==> config.mk <==
export PLATFORM = sky130hd
export DESIGN_NAME = frame_motion_detector_flat
export DESIGN_NICKNAME = d
export VERILOG_FILES = /design/src/rtl/motion_pkg.sv /design/src/rtl/frame_motion_detector_if.sv /design/src/rtl/pixel_abs_diff.sv /design/src/rtl/frame_motion_detector.sv /design/src/flat_wrapper.sv
export SDC_FILE = /design/constraint.sdc
export NUM_CORES = 1
export LEC_CHECK = 0
export CAP_MARGIN = 20
export CORE_ASPECT_RATIO = 0.8
export CORE_UTILIZATION = 50
export DETAILED_ROUTE_END_ITERATION = 10
export PLACE_DENSITY = 0.9
export SYNTH_ARGS = -nofsm -noshare
export SYNTH_HDL_FRONTEND = slang
export SYNTH_SLANG_ARGS = --single-unit
==> constraint.sdc <==
create_clock -name clk_25MHz -period 5 [get_ports clk_25MHz]
set_input_delay 0.5 -clock clk_25MHz [delete_from_list [all_inputs] [get_ports clk_25MHz]]
set_output_delay 0.5 -clock clk_25MHz [all_outputs]
set_load 0.05 [all_outputs]
==> src/rtl/motion_pkg.sv <==
// Shared types and constants for the frame motion detector:
// motion FSM state encoding, default frame resolution, counter width helper.
package motion_pkg;

   // Default frame geometry (QVGA)
   localparam int DEF_H_RES = 320;
   localparam int DEF_V_RES = 240;

   // Filtered motion state
   typedef enum logic {
      ST_IDLE   = 1'b0,
      ST_MOTION = 1'b1
   } motion_state_t;

   // Bits needed to hold any count from 0 up to and including num_pixels
   function automatic int cnt_width(input int num_pixels);
      return $clog2(num_pixels + 1);
   endfunction

endpackage

==> src/rtl/frame_motion_detector_if.sv <==
// Pixel/frame bus of the frame motion detector.
// master = pixel source and result consumer, slave = the detector.
interface frame_motion_detector_if
   import motion_pkg::*;
#(
   parameter int PIX_W      = 4,
   parameter int NUM_FRAMES = 3,
   parameter int CNT_W      = cnt_width(DEF_H_RES * DEF_V_RES)
);

   logic                             pixel_valid;
   logic                             frame_done;
   logic [NUM_FRAMES-1:0][PIX_W-1:0] sobel_pix;       // [0] = oldest frame
   logic [CNT_W-1:0]                 motion_th;
   logic [PIX_W-1:0]                 diff_pixel;
   logic                             diff_pixel_valid;
   logic [CNT_W-1:0]                 diff_pixel_cnt;
   logic [CNT_W-1:0]                 frame_diff_cnt;
   logic                             cnt_valid;
   logic                             motion_detected;

   modport master (
      output pixel_valid, frame_done, sobel_pix, motion_th,
      input  diff_pixel, diff_pixel_valid, diff_pixel_cnt,
             frame_diff_cnt, cnt_valid, motion_detected
   );

   modport slave (
      input  pixel_valid, frame_done, sobel_pix, motion_th,
      output diff_pixel, diff_pixel_valid, diff_pixel_cnt,
             frame_diff_cnt, cnt_valid, motion_detected
   );

endinterface

==> src/rtl/pixel_abs_diff.sv <==
// Compares one pixel between two adjacent frame taps: flags the pair as
// changed when the unsigned absolute difference reaches DIFF_TH.
module pixel_abs_diff #(
   parameter int PIX_W   = 4,
   parameter int DIFF_TH = 2
) (
   input  logic [PIX_W-1:0] older,
   input  logic [PIX_W-1:0] newer,
   output logic             changed
);

   // Difference is formed one bit wider than the pixel so no magnitude is lost
   localparam logic [PIX_W:0] TH = (PIX_W + 1)'(DIFF_TH);

   logic [PIX_W:0] older_ext;
   logic [PIX_W:0] newer_ext;
   logic [PIX_W:0] abs_diff;

   // Absolute difference and threshold compare
   always_comb begin
      // NOTE: every always_comb output gets a value on every path (here
      // unconditionally) so no latch is inferred.
      older_ext = {1'b0, older};
      newer_ext = {1'b0, newer};
      abs_diff  = (newer_ext >= older_ext) ? (newer_ext - older_ext)
                                           : (older_ext - newer_ext);
      changed   = (abs_diff >= TH);
   end

endmodule

==> src/rtl/frame_motion_detector.sv <==
// Frame motion detector: marks pixels that changed across every adjacent
// pair of frame taps, counts them per frame, latches the count at
// frame_done and derives a motion flag from it.
// Build option: define MOTION_HYST_EN to filter the motion flag through an
// IDLE/MOTION hysteresis FSM; otherwise the flag follows the last frame.
module frame_motion_detector
   import motion_pkg::*;
#(
   parameter int PIX_W       = 4,
   parameter int NUM_FRAMES  = 3,
   parameter int H_RES       = DEF_H_RES,
   parameter int V_RES       = DEF_V_RES,
   parameter int DIFF_TH     = 2,
   parameter int HYST_FRAMES = 3
) (
   input  logic                    clk_25MHz,
   input  logic                    reset,      // synchronous, active low
   frame_motion_detector_if.slave  bus
);

   localparam int               PIXELS  = H_RES * V_RES;
   localparam int               CNT_W   = cnt_width(PIXELS);
   localparam logic [CNT_W-1:0] CNT_MAX = CNT_W'(PIXELS);

   logic [NUM_FRAMES-2:0] pair_changed;
   logic                  pix_changed;
   logic [CNT_W-1:0]      cnt_inc;
   logic                  frame_active;

   logic [PIX_W-1:0]      diff_pixel_r;
   logic                  diff_pixel_valid_r;
   logic [CNT_W-1:0]      cnt_r;
   logic [CNT_W-1:0]      frame_diff_cnt_r;
   logic                  cnt_valid_r;
   logic                  motion_r;

   // One comparator per adjacent pair of frame taps
   for (genvar k = 0; k < NUM_FRAMES - 1; k++) begin : g_pair
      pixel_abs_diff #(
         .PIX_W   (PIX_W),
         .DIFF_TH (DIFF_TH)
      ) u_pair (
         .older   (bus.sobel_pix[k]),
         .newer   (bus.sobel_pix[k+1]),
         .changed (pair_changed[k])
      );
   end

   // A pixel counts only if every pair moved and the taps are valid
   assign pix_changed = bus.pixel_valid & (&pair_changed);

   // Saturating next count, and the activity decision for the frame that
   // closes this cycle (includes a changed pixel arriving with frame_done)
   always_comb begin
      cnt_inc = cnt_r;
      if (pix_changed && (cnt_r != CNT_MAX)) begin
         cnt_inc = cnt_r + 1'b1;
      end
      frame_active = (cnt_inc > bus.motion_th);
   end

   // Registered per-pixel difference output, one cycle behind the taps
   always_ff @(posedge clk_25MHz) begin
      // NOTE: state is updated with non-blocking assignments so every
      // register samples the values from before the edge.
      if (!reset) begin
         diff_pixel_r       <= '0;
         diff_pixel_valid_r <= 1'b0;
      end else begin
         diff_pixel_valid_r <= bus.pixel_valid;
         diff_pixel_r       <= pix_changed ? '1 : '0;
      end
   end

   // Live changed-pixel count, latched and cleared at every frame_done;
   // a frame_done on the cycle after another closes an empty frame
   always_ff @(posedge clk_25MHz) begin
      if (!reset) begin
         cnt_r            <= '0;
         frame_diff_cnt_r <= '0;
         cnt_valid_r      <= 1'b0;
      end else begin
         cnt_valid_r <= bus.frame_done;
         if (bus.frame_done) begin
            frame_diff_cnt_r <= cnt_inc;
            cnt_r            <= '0;
         end else begin
            cnt_r <= cnt_inc;
         end
      end
   end

`ifdef MOTION_HYST_EN
   localparam int               RUN_W    = $clog2(HYST_FRAMES + 1);
   localparam logic [RUN_W-1:0] RUN_LAST = RUN_W'(HYST_FRAMES - 1);

   motion_state_t    state_r;
   logic [RUN_W-1:0] run_r;

   // Hysteresis FSM: switch state after HYST_FRAMES consecutive frames
   // that disagree with it; any agreeing frame restarts the run
   always_ff @(posedge clk_25MHz) begin
      if (!reset) begin
         state_r  <= ST_IDLE;
         run_r    <= '0;
         motion_r <= 1'b0;
      end else if (bus.frame_done) begin
         unique case (state_r)
            ST_IDLE: begin
               if (!frame_active) begin
                  run_r <= '0;
               end else if (run_r == RUN_LAST) begin
                  state_r  <= ST_MOTION;
                  run_r    <= '0;
                  motion_r <= 1'b1;
               end else begin
                  run_r <= run_r + 1'b1;
               end
            end
            ST_MOTION: begin
               if (frame_active) begin
                  run_r <= '0;
               end else if (run_r == RUN_LAST) begin
                  state_r  <= ST_IDLE;
                  run_r    <= '0;
                  motion_r <= 1'b0;
               end else begin
                  run_r <= run_r + 1'b1;
               end
            end
            default: begin
               state_r  <= ST_IDLE;
               run_r    <= '0;
               motion_r <= 1'b0;
            end
         endcase
      end
   end
`else
   // Unfiltered flag: activity of the most recently latched frame
   always_ff @(posedge clk_25MHz) begin
      if (!reset) begin
         motion_r <= 1'b0;
      end else if (bus.frame_done) begin
         motion_r <= frame_active;
      end
   end
`endif

   assign bus.diff_pixel       = diff_pixel_r;
   assign bus.diff_pixel_valid = diff_pixel_valid_r;
   assign bus.diff_pixel_cnt   = cnt_r;
   assign bus.frame_diff_cnt   = frame_diff_cnt_r;
   assign bus.cnt_valid        = cnt_valid_r;
   assign bus.motion_detected  = motion_r;

endmodule

==> src/flat_wrapper.sv <==
// flat-port wrapper written by rule: the top's interface ports become plain ports
module frame_motion_detector_flat import motion_pkg::*;
#(
   parameter int PIX_W       = 4,
   parameter int NUM_FRAMES  = 3,
   parameter int H_RES       = DEF_H_RES,
   parameter int V_RES       = DEF_V_RES,
   parameter int DIFF_TH     = 2,
   parameter int HYST_FRAMES = 3
)
  (clk_25MHz, reset, bus_pixel_valid, bus_frame_done, bus_sobel_pix, bus_motion_th, bus_diff_pixel, bus_diff_pixel_valid, bus_diff_pixel_cnt, bus_frame_diff_cnt, bus_cnt_valid, bus_motion_detected);
  frame_motion_detector_if #(.PIX_W(PIX_W), .NUM_FRAMES(NUM_FRAMES)) bus_i ();
  input  logic clk_25MHz;
  input  logic reset;
  input wire logic [$bits(bus_i.pixel_valid)-1:0] bus_pixel_valid;
  input wire logic [$bits(bus_i.frame_done)-1:0] bus_frame_done;
  input wire logic [$bits(bus_i.sobel_pix)-1:0] bus_sobel_pix;
  input wire logic [$bits(bus_i.motion_th)-1:0] bus_motion_th;
  output wire logic [$bits(bus_i.diff_pixel)-1:0] bus_diff_pixel;
  output wire logic [$bits(bus_i.diff_pixel_valid)-1:0] bus_diff_pixel_valid;
  output wire logic [$bits(bus_i.diff_pixel_cnt)-1:0] bus_diff_pixel_cnt;
  output wire logic [$bits(bus_i.frame_diff_cnt)-1:0] bus_frame_diff_cnt;
  output wire logic [$bits(bus_i.cnt_valid)-1:0] bus_cnt_valid;
  output wire logic [$bits(bus_i.motion_detected)-1:0] bus_motion_detected;
  assign bus_i.pixel_valid = bus_pixel_valid;
  assign bus_i.frame_done = bus_frame_done;
  assign bus_i.sobel_pix = bus_sobel_pix;
  assign bus_i.motion_th = bus_motion_th;
  assign bus_diff_pixel = bus_i.diff_pixel;
  assign bus_diff_pixel_valid = bus_i.diff_pixel_valid;
  assign bus_diff_pixel_cnt = bus_i.diff_pixel_cnt;
  assign bus_frame_diff_cnt = bus_i.frame_diff_cnt;
  assign bus_cnt_valid = bus_i.cnt_valid;
  assign bus_motion_detected = bus_i.motion_detected;
  frame_motion_detector #(.PIX_W(PIX_W), .NUM_FRAMES(NUM_FRAMES), .H_RES(H_RES), .V_RES(V_RES), .DIFF_TH(DIFF_TH), .HYST_FRAMES(HYST_FRAMES)) u_core (.clk_25MHz(clk_25MHz), .reset(reset), .bus(bus_i));
endmodule
==> impl_metrics.json <==
{
  "cts.sinks": 38,
  "status": "completed",
  "crit_path_frequent_cell": "inv_1",
  "netlist_area_um2": 2930,
  "antenna_found_initial": 0,
  "crit_buf_inv": 4,
  "grt_usage_pct": 26.1,
  "synth_flop_cell": "dfxtp_1",
  "finalCritPeriodShare_pct": 91.4,
  "antenna_cells": 0,
  "synth_compound_area_share_pct": 19.3,
  "max_freq_ghz": 0.219,
  "drc": 0,
  "drt_pass1_iterations": 4,
  "synth_seq_cells": 38,
  "synthAdderAreaFrac_pct": 17.7,
  "hpwl_mm": 6.01,
  "tns_ns": 0,
  "p_int_uw": 503,
  "hp-class": "flip-flop to flip-flop",
  "grt_max_degree": 22,
  "setup_viol": 0,
  "synth.distinct_cells": 48,
  "ys_seq_area_share_pct": 26.0,
  "grt_pass1_wl_mm": 12.4,
  "synth_common_cells": "inv_1, dfxtp_1, ha_1",
  "synth.top_cell.area_share_pct": 26.0,
  "portBuffers": 73,
  "gp_congestion": 0.888,
  "routedWlPerCell_um": 14.8,
  "busiest_layer": "met2",
  "pwr-share-comb_pct": 27.9,
  "seq_area_um2": 761,
  "final.setup.worst_slack_ns": 0.428,
  "syn-instance-count": 355,
  "core-area_um2": 5560,
  "final_max_slew_viol_count": 0,
  "die_h_um": 70.5,
  "layout-drive-gt1-share_pct": 7.96,
  "grtUsageMet1_pct": 33.6,
  "worstSetupPathType": "primary input to flip-flop",
  "yosys.area.top_type": "dfxtp_1",
  "placed_cells": 497,
  "overflow": 0,
  "p_per_area_nw_per_um2": 195,
  "cts-root-buf": "clkbuf_8",
  "cts_tree": "yes",
  "synth-xor-area-share_pct": 6.23,
  "fin_worst_skew_ns": 0.00360,
  "ant_nets": 0,
  "areaGrowthSynthToFinish_pct": 30.3,
  "crit_required_ns": 5.20,
  "nFillCells": 432,
  "num_vias": 2752,
  "crit_arrival_ns": 4.77,
  "layout.nets": 498,
  "postCtsHoldBufs": 0,
  "grt.met2_usage_pct": 41.8,
  "slew-limit-headroom_pct": 59.5,
  "slowest_stage": "or4_1",
  "critPathLaunchType": "primary input",
  "place_area_um2": 3730,
  "crit_fanout": 4,
  "cts_buffers": 5,
  "clockPowerShare_pct": 29.9,
  "rsz0062_at_grt": "false",
  "endpoint_kind": "flip-flop",
  "p_leak_uw": 0.00173,
  "clockBufferDepth": 2,
  "max-cap-violations": 0,
  "syn_nets": 427,
  "postCtsSetupRepairBufs": 0,
  "synth_edf_count": 0,
  "drtIter0Drc": 156,
  "use_met3_pct": 7.80,
  "avgSynthCellArea_um2": 8.25,
  "async_reset_ff_share_pct": 0,
  "synth_top_family_by_area": "compound AO/OA/AOI/OAI gates",
  "die_x_um": 87.6,
  "die_area_um2": 6170,
  "max-vdd-ir-drop_mv": 0.120,
  "io_pins": 74,
  "instances_no_fill": 505,
  "p_sw_share_pct": 32.4,
  "seqPwrFrac_pct": 42.2,
  "cts_htree_levels": 2,
  "path_delay_family": "simple AND/OR/NAND/NOR gates",
  "vias_per_cell": 5.45,
  "cp_slowest_stage_delay_ns": 0.60,
  "timing.hold.ws_ns": 0.453,
  "fin_area_um2": 3820,
  "grt_pass1_vias": 2701,
  "yosys.area_share.simple_pct": 18.0,
  "drt_wl_total_mm": 7.50,
  "synthMuxAreaShare_pct": 2.86,
  "fin_crit_ns": 4.57,
  "dp_slack_ns": 0.152,
  "finalHoldViolations": 0,
  "ys_top_cells_by_area": "dfxtp_1, ha_1, inv_1, xnor2_1, nand2_1",
  "clk_latency_ns": 0.30,
  "p_sw_uw": 241,
  "num_rows": 24,
  "multi_input_area_um2": 1880,
  "start_util_pct": 52.7,
  "worstMarginPinSlew_ns": 0.605,
  "ctsResizeCount": 0,
  "path_clk_slew_ns": 0.07,
  "ys_warn_count": 0,
  "synth.most_common_cell": "inv_1",
  "path_cells": "clkdlybuf4s50_1 > inv_1 > ha_1 > inv_1 > fa_1 > nor4b_1 > nand2_1 > or4_1 > nand4_1 > a211oi_2 > xnor2_1 > inv_1 > ha_1 > a21o_1 > a21o_1 > a211oi_1 > o21a_1 > o21a_1 > o21ai_0 > a22o_1"
}
==> through the flow <==
stage,power [uW],utilization (%)
after global placement,519,67.1
after floorplan,465,-
after CTS,743,68.7
after global routing,778,68.7
final,744,68.7
after detailed placement,526,67.1
==> cells by family (layout without fill, tap and decap cells) <==
family / Yosys count / count (layout)
flip-flops: 38 / 38
adder cells (fa/ha/maj): 39 / 39
AO/OA/AOI/OAI: 77 / 77
buffers and inverters: 70 / 142
AND/OR/NAND/NOR: 103 / 103
multiplexers: 8 / 8
XOR/XNOR: 20 / 20
==> metal layers <==
| layer | vias to the layer above | share of wire, % |
|---|---|---|
| met5 | - | 0 |
| met4 | 0 | 2.7 |
| met3 | 25 | 6.3 |
| met2 | 101 | 47 |
| met1 | 1287 | 44 |
| li1 | 1339 | - |
==> power by group through the flow <==
stage	Combinational, uW	Clock [uW]	Sequential (uW)
final	208	222	314
after global routing	225	238	314
after CTS	206	223	314
after detailed placement	206	0	320
after global placement	199	0	320
after floorplan	123	0	342
==> worst min-delay path, cell delays in order, from the launching register on <==
cell	delay [ns]
dfxtp_1	0.31
nand2_1	0.05
o21ai_1	0.05
==> state kept, by name, summed over array words and instances, names as in the netlist <==
signal / count
u_core.bus.diff_pixel_valid: 1
u_core.bus.frame_diff_cnt: 17
u_core.bus.diff_pixel_cnt: 17
u_core.bus.motion_detected: 1
u_core.bus.cnt_valid: 1
u_core.bus.diff_pixel: 1
==> path summary, 6_finish.rpt <==
check	start	end	slack [ns]	cells past startpoint
worst min-delay path	u_core.bus.frame_diff_cnt[7]	u_core.bus.frame_diff_cnt[7]	0.45	2
worst max-delay path	bus_sobel_pix[0]	u_core.bus.motion_detected	0.43	20
worst max register to register	u_core.bus.diff_pixel_cnt[0]	u_core.bus.motion_detected	1.70	13
worst min register to register	u_core.bus.frame_diff_cnt[7]	u_core.bus.frame_diff_cnt[7]	0.45	2
==> cell type report <==
type / count / share of cell area [%]
Inverter: 52 / 5.11
Timing Repair Buffer: 82 / 20.9
Multi-Input combinational cell: 247 / 49.1
Clock inverter: 1 / 0.131
Sequential cell: 38 / 19.9
Tap cell: 78 / 2.56
Clock buffer: 7 / 2.26
==> cell usage in the layout (no fill, tap or decap), drive strengths merged, types with 10 or more instances in the layout <==
cell type      instances
a211oi                11
ha                    35
nor2                  22
dfxtp                 38
nand2                 31
nand3                 10
xnor2                 17
clkdlybuf4s50         73
o21ai                 17
inv                   52
a21oi                 24
a21o                  11
(Power assumes the default switching activity.)
